--- src/rtl/sub_serial_pkg.sv ---
// Shared types and sizing helpers for the digit-serial subtractor.
package sub_serial_pkg;

    typedef enum logic [1:0] {
        IDLE = 2'd0,
        RUN  = 2'd1,
        DONE = 2'd2
    } state_e;

    function automatic int unsigned n_digits(input int unsigned width, input int unsigned digit);
        return width / digit;
    endfunction

    // Counter needs at least one bit even when a single digit covers the word.
    function automatic int unsigned cnt_width(input int unsigned n);
        return (n > 1) ? $clog2(n) : 1;
    endfunction

endpackage

--- src/rtl/sub_digit.sv ---
// Combinational DIGIT-bit subtract slice: ripple of full-subtractor cells.
module sub_digit #(
    parameter int unsigned DIGIT = 4
) (
    input  logic [DIGIT-1:0] a,
    input  logic [DIGIT-1:0] b,
    input  logic             bin,
    output logic [DIGIT-1:0] d,
    output logic             bout
);

    logic [DIGIT:0] brw;

    always_comb begin
        brw    = '0;
        d      = '0;
        brw[0] = bin;
        for (int unsigned i = 0; i < DIGIT; i++) begin
            d[i]     = a[i] ^ b[i] ^ brw[i];
            brw[i+1] = (~a[i] & b[i]) | (~(a[i] ^ b[i]) & brw[i]);
        end
        bout = brw[DIGIT];
    end

endmodule

--- src/rtl/sub_serial_digit.sv ---
// Digit-serial two's-complement subtractor, LSB digit first, registered borrow chain.
// Optional SUB_SERIAL_SAT_EN: unsigned saturation of out_diff to zero on borrow-out.
module sub_serial_digit
    import sub_serial_pkg::*;
#(
    parameter int unsigned WIDTH = 32,
    parameter int unsigned DIGIT = 4
) (
    input  logic             clk,
    input  logic             rst_n,
    input  logic             in_valid,
    output logic             in_ready,
    input  logic [WIDTH-1:0] in_a,
    input  logic [WIDTH-1:0] in_b,
    input  logic             in_bin,
    output logic             out_valid,
    input  logic             out_ready,
    output logic [WIDTH-1:0] out_diff,
    output logic             out_bout,
    output logic             out_ovf
);

    localparam int unsigned N  = n_digits(WIDTH, DIGIT);
    localparam int unsigned CW = cnt_width(N);
    localparam logic [CW-1:0] LAST = CW'(N - 1);

    if (WIDTH % DIGIT != 0) begin : g_width_check
        $error("sub_serial_digit: WIDTH must be a multiple of DIGIT");
    end

    state_e           state_q, state_d;
    logic [CW-1:0]    cnt_q, cnt_d;
    logic [WIDTH-1:0] a_q, a_d;
    logic [WIDTH-1:0] b_q, b_d;
    logic [WIDTH-1:0] diff_q, diff_d;
    logic             brw_q, brw_d;
    logic             amsb_q, amsb_d;
    logic             bmsb_q, bmsb_d;
    logic             bout_q, bout_d;
    logic             ovf_q, ovf_d;

    logic [DIGIT-1:0] dig_d;
    logic             dig_bout;

    sub_digit #(.DIGIT(DIGIT)) u_sub_digit (
        .a    (a_q[DIGIT-1:0]),
        .b    (b_q[DIGIT-1:0]),
        .bin  (brw_q),
        .d    (dig_d),
        .bout (dig_bout)
    );

    always_comb begin
        state_d = state_q;
        cnt_d   = cnt_q;
        a_d     = a_q;
        b_d     = b_q;
        diff_d  = diff_q;
        brw_d   = brw_q;
        amsb_d  = amsb_q;
        bmsb_d  = bmsb_q;
        bout_d  = bout_q;
        ovf_d   = ovf_q;
        case (state_q)
            IDLE: begin
                if (in_valid) begin
                    a_d     = in_a;
                    b_d     = in_b;
                    brw_d   = in_bin;
                    amsb_d  = in_a[WIDTH-1];
                    bmsb_d  = in_b[WIDTH-1];
                    cnt_d   = '0;
                    diff_d  = '0;
                    bout_d  = 1'b0;
                    ovf_d   = 1'b0;
                    state_d = RUN;
                end
            end
            RUN: begin
                a_d    = a_q >> DIGIT;
                b_d    = b_q >> DIGIT;
                // New digit enters at the MSB end; written as a wide shift so DIGIT==WIDTH stays legal.
                diff_d = WIDTH'({dig_d, diff_q} >> DIGIT);
                brw_d  = dig_bout;
                cnt_d  = cnt_q + 1'b1;
                if (cnt_q == LAST) begin
                    cnt_d   = '0;
                    bout_d  = dig_bout;
                    ovf_d   = (amsb_q != bmsb_q) && (dig_d[DIGIT-1] != amsb_q);
                    state_d = DONE;
                end
            end
            DONE: begin
                if (out_ready) begin
                    state_d = IDLE;
                end
            end
            default: state_d = IDLE;
        endcase
    end

    always_ff @(posedge clk or negedge rst_n) begin
        if (!rst_n) begin
            state_q <= IDLE;
            cnt_q   <= '0;
            a_q     <= '0;
            b_q     <= '0;
            diff_q  <= '0;
            brw_q   <= 1'b0;
            amsb_q  <= 1'b0;
            bmsb_q  <= 1'b0;
            bout_q  <= 1'b0;
            ovf_q   <= 1'b0;
        end else begin
            state_q <= state_d;
            cnt_q   <= cnt_d;
            a_q     <= a_d;
            b_q     <= b_d;
            diff_q  <= diff_d;
            brw_q   <= brw_d;
            amsb_q  <= amsb_d;
            bmsb_q  <= bmsb_d;
            bout_q  <= bout_d;
            ovf_q   <= ovf_d;
        end
    end

    assign in_ready  = (state_q == IDLE);
    assign out_valid = (state_q == DONE);
    assign out_bout  = bout_q;
    assign out_ovf   = ovf_q;

`ifdef SUB_SERIAL_SAT_EN
    assign out_diff = bout_q ? '0 : diff_q;
`else
    assign out_diff = diff_q;
`endif

endmodule

--- config.mk ---
export PLATFORM = sky130hd
export DESIGN_NAME = sub_serial_digit
export DESIGN_NICKNAME = d
export VERILOG_FILES = /design/src/rtl/sub_serial_pkg.sv /design/src/rtl/sub_digit.sv /design/src/rtl/sub_serial_digit.sv
export SDC_FILE = /design/constraint.sdc
export NUM_CORES = 1
export LEC_CHECK = 0
export BUFFER_PORTS_ARGS = -buffer_cell sky130_fd_sc_hd__buf_4
export CAP_MARGIN = 30
export CORE_UTILIZATION = 33
export CTS_CLUSTER_SIZE = 20
export DETAILED_ROUTE_END_ITERATION = 6
export PLACE_DENSITY = 0.56
export SKIP_LAST_GASP = 1
export SYNTH_ARGS = -nofsm -noshare
export SYNTH_HDL_FRONTEND = slang
export SYNTH_SLANG_ARGS = --single-unit
--- constraint.sdc ---
create_clock -name clk -period 2.46 [get_ports clk]
set_input_delay 0.123 -clock clk [delete_from_list [all_inputs] [get_ports clk]]
set_output_delay 0.123 -clock clk [all_outputs]
set_load 0.05 [all_outputs]
==> PnR_summary.wiki <==
{| class="wikitable"
! Metric !! Value
|-
| Result of the run || completed
|-
| Remaining global-route overflow || 0
|-
| Total Nets Final || 756
|-
| Average wire per standard cell || 13.8 microns
|-
| Maximum number of buffers from clock root to sink || 2
|-
| Final antenna-violating net count || 0
|-
| Post-synthesis instance total || 535
|-
| Per-instance average area after synthesis || 8.95 sq um
|-
| Fillers || approximately 1400
|-
| DRT iter0 DRCs || 300
|-
| Area of the die || 15000 sq um
|-
| All-Layer GR Usage || 0.169
|-
| Count of buffer and inverter cells on the critical path || 3
|-
| Commonest cells in the synthesized netlist || sky130_fd_sc_hd__nand2_1 (199), sky130_fd_sc_hd__nand3_1 (126), sky130_fd_sc_hd__dfrtp_1 (106), sky130_fd_sc_hd__nand3_2 (20)
|-
| Placed cells || 790
|-
| Worst slew margin relative to its limit || 0.621
|-
| Kind of cell adding the most delay to the critical path || adder cells
|-
| HPWL after detailed placement || slightly below 8 mm
|-
| Post-layout total power || 8.45 mW
|-
| Count of state elements after synthesis || 106
|-
| Data arrival time at the worst-slack endpoint || around 2.6 ns
|-
| Max-capacitance violation count || 0
|-
| Tightest Hold Check Type || input port to register
|-
| Int Pwr || about 4.7 mW
|-
| Pwr dens || 1280 nW/um^2
|-
| Number of levels the H-tree was split into || 3
|-
| Total clock sinks || 106
|-
| Cell types with the largest area share after synthesis || sky130_fd_sc_hd__dfrtp_1 (55%), sky130_fd_sc_hd__nand2_1 (16%), sky130_fd_sc_hd__nand3_1 (13%)
|-
| WP data required || 2.69 ns
|-
| Root Buffer Master || sky130_fd_sc_hd__clkbuf_16
|-
| Worst-path fanout max || 3
|-
| Total standard cell area after synthesis || 4790 sq um
|-
| Buffers added on ports || 104
|-
| DP Area || between 5000 and 6000 sq um
|-
| Setup crit start kind || register
|-
| Critical path cell sequence || inv_2 -> fa_1 -> inv_1 -> fa_2 -> fa_2 -> inv_1 -> fa_1 -> nand2_1 -> o22ai_1 -> a32o_1
|-
| Wire length of the first global-routing pass || 19.8 mm
|-
| Core box area || 14000 sq um
|-
| Kind of end point of the critical path || register
|-
| Final Skew || around 0.0043 ns
|-
| Number of global-route vias before repair || 4038
|-
| Die height || 122 microns
|-
| Number of setup buffers added after CTS || 0
|-
| Latest clock arrival within the worst-skew pair || 0.34 ns
|-
| Sequential element share of the synthesized area || 0.554
|-
| Net switching fraction of the power || 0.447
|-
| Routability congestion estimate || 0.775
|-
| Detailed Route WL || roughly 12 mm
|-
| Final cell utilization of the core || 0.471
|-
| Top-Level Pins || 105
|-
| Final critical delay including setup and external delays || approximately 2.3 ns
|-
| Fraction of layout instances using a drive strength above 1 || 0.231
|-
| Mean number of vias per cell || roughly 4.8
|-
| Share of power burned in combinational logic || 0.471
|-
| Number of vias in the routed layout || 4176
|-
| Period utilization || 0.952
|-
| Sequential fraction of design power || 0.361
|-
| Net count after synthesis || 610
|-
| Switching power || 3.78 mW
|-
| Count of flip-flops with a built-in enable after synthesis || 0
|-
| Post-route DRC violation count || 0
|-
| Critical Path Slowest Stage Cell || sky130_fd_sc_hd__fa_1
|-
| Count of yosys warnings during synthesis || 0
|-
| Pin count of the biggest net entering global routing || 59
|-
| Largest area contributor in the netlist || sky130_fd_sc_hd__dfrtp_1
|-
| Post-route cell area || 6610 sq um
|-
| Maximum vdd drop || approximately 0.55 mV
|-
| Post-synth cell types || 24
|-
| Dominant register cell in the synthesized netlist || sky130_fd_sc_hd__dfrtp_1
|-
| TritonCTS Buffers || 9
|-
| Most common cell in the synthesized netlist || sky130_fd_sc_hd__nand2_1
|-
| Pleak || 3.27 nW
|-
| Post-synthesis async set-or-reset flop share || 1.00
|-
| Starting density of the core || 0.341
|-
| Horizontal die dimension || 122 microns
|-
| Total of endpoints with negative setup slack in the final report || 0
|-
| Clock tree from TritonCTS || built
|-
| Clk slew on worst S/H paths || 0.07 ns
|-
| Actual slew at the worst max-slew pin || 0.569 ns
|-
| Post-layout instance count excluding filler cells || 865
|-
| Final-report hold violation count || 0
|-
| Clock power frac || 0.169
|-
| Standard-cell row count || 43
|-
| Final-layout setup total negative slack || 0 ns
|-
| Number of iterations in the first detailed-routing pass || 4
|-
| Crit-path max cell delay || about 0.43 ns
|-
| Count of final max-slew check failures || 0
|-
| RSZ-0062 raised after global routing || false
|-
| Growth of design area from synthesis to finish || 38.0%
|-
| Synth top area share || 0.554
|-
| Max Freq || ~430 MHz
|-
| Critical Setup Path Class || register to register
|-
| Number of antenna violations at the first check in global routing || 1
|}
-- routing by layer --
| metal | vias up | GRT usage | part of all wire |
|---|---|---|---|
| li1 | 2046 | - | - |
| met1 | 2021 | 0.228 | 0.46 |
| met2 | 103 | 0.265 | 0.48 |
| met3 | 6 | 0.0520 | 0.057 |
| met4 | 0 | 0.0389 | 0.0056 |
| met5 | - | 0 | 0 |
-- power groups by stage --
stage                     sequential [mW]  clock [mW]  combinational [mW]
after floorplan                      3.79           0                2.07
after detailed placement             3.08           0                3.93
final                                3.05        1.43                3.98
after CTS                            3.05        1.48                4.03
after global placement               3.06           0                3.87
after global routing                 3.15        1.56                4.41
-- worst register-to-register path: stages, from the launching register on --
cell and delay [ns]:
sky130_fd_sc_hd__dfrtp_1 0.38, sky130_fd_sc_hd__inv_2 0.07, sky130_fd_sc_hd__fa_1 0.16, sky130_fd_sc_hd__inv_1 0.05
sky130_fd_sc_hd__fa_2 0.33, sky130_fd_sc_hd__fa_2 0.33, sky130_fd_sc_hd__inv_1 0.07, sky130_fd_sc_hd__fa_1 0.43
sky130_fd_sc_hd__nand2_1 0.08, sky130_fd_sc_hd__o22ai_1 0.08, sky130_fd_sc_hd__a32o_1 0.26
-- cells in the final DEF, fill, tap and decap left out, types with 3 or more instances in the layout --
cell | Yosys | layout
sky130_fd_sc_hd__o21ai_0 | 6 | 6
sky130_fd_sc_hd__buf_4 | 2 | 115
sky130_fd_sc_hd__nand3_1 | 126 | 126
sky130_fd_sc_hd__nor2b_1 | 5 | 4
sky130_fd_sc_hd__nand2_1 | 199 | 199
sky130_fd_sc_hd__dfrtp_1 | 106 | 106
sky130_fd_sc_hd__clkbuf_16 | 0 | 9
sky130_fd_sc_hd__a21oi_1 | 3 | 3
sky130_fd_sc_hd__dlygate4sd3_1 | 0 | 60
sky130_fd_sc_hd__nand3_2 | 20 | 20
sky130_fd_sc_hd__o311ai_0 | 3 | 3
sky130_fd_sc_hd__inv_1 | 7 | 6
-- metrics by stage --
step                      setup WS [ns]  hold WS, ns
after global placement           0.0399        0.162
after detailed placement        -0.0141        0.162
after floorplan                   0.117       -0.173
final                             0.119       0.0100
after CTS                       0.00598      0.00119
after global routing             0.0109       0.0138
-- timing repair --
item,CTS,global route
hold buffers,59,1
endpoints found under the setup margin,1,1
resized for setup,1,2
pin swaps,1,2
endpoints found under the hold margin,100,1
-- cell type report --
cell class	instances	area, sq um	area share
multi-input cells	380	1910	0.288
inverters	7	26.3	0.00398
flip-flops and latches	106	2650	0.401
repair buffers	177	1500	0.228
clock inverters	3	40.0	0.00606
diodes	1	2.50	0.000379
well taps	180	225	0.0341
clock buffers	11	253	0.0382
-- state kept, by name, indices dropped and copies added (netlist names) --
register / count
a_q: 32
b_q: 32
out_diff: 32
cnt_q: 3
state_q: 2
amsb_q: 1
bmsb_q: 1
brw_q: 1
out_bout: 1
out_ovf: 1
-- kinds of logic after synthesis --
family                   share of synthesized area
adder cells (fa/ha/maj)                     0.0219
AND/OR/NAND/NOR                              0.345
flip-flops                                   0.554
buffers and inverters                       0.0538
AO/OA/AOI/OAI                               0.0256
-- worst paths after layout --
path                          from            to  slack (ns)  cells past startpoint
setup reg to reg            a_q[0]       out_ovf        0.12                     10
max in group asynchronous    rst_n  out_diff[16]        1.37                      3
hold / removal             in_a[2]        a_q[2]        0.01                      3
hold reg to reg            b_q[19]       b_q[15]        0.48                      2
min in group asynchronous    rst_n  out_diff[28]        0.31                      2
setup / recovery            a_q[0]       out_ovf        0.12                     10
Note: power is estimated with default switching activity, not from simulation.
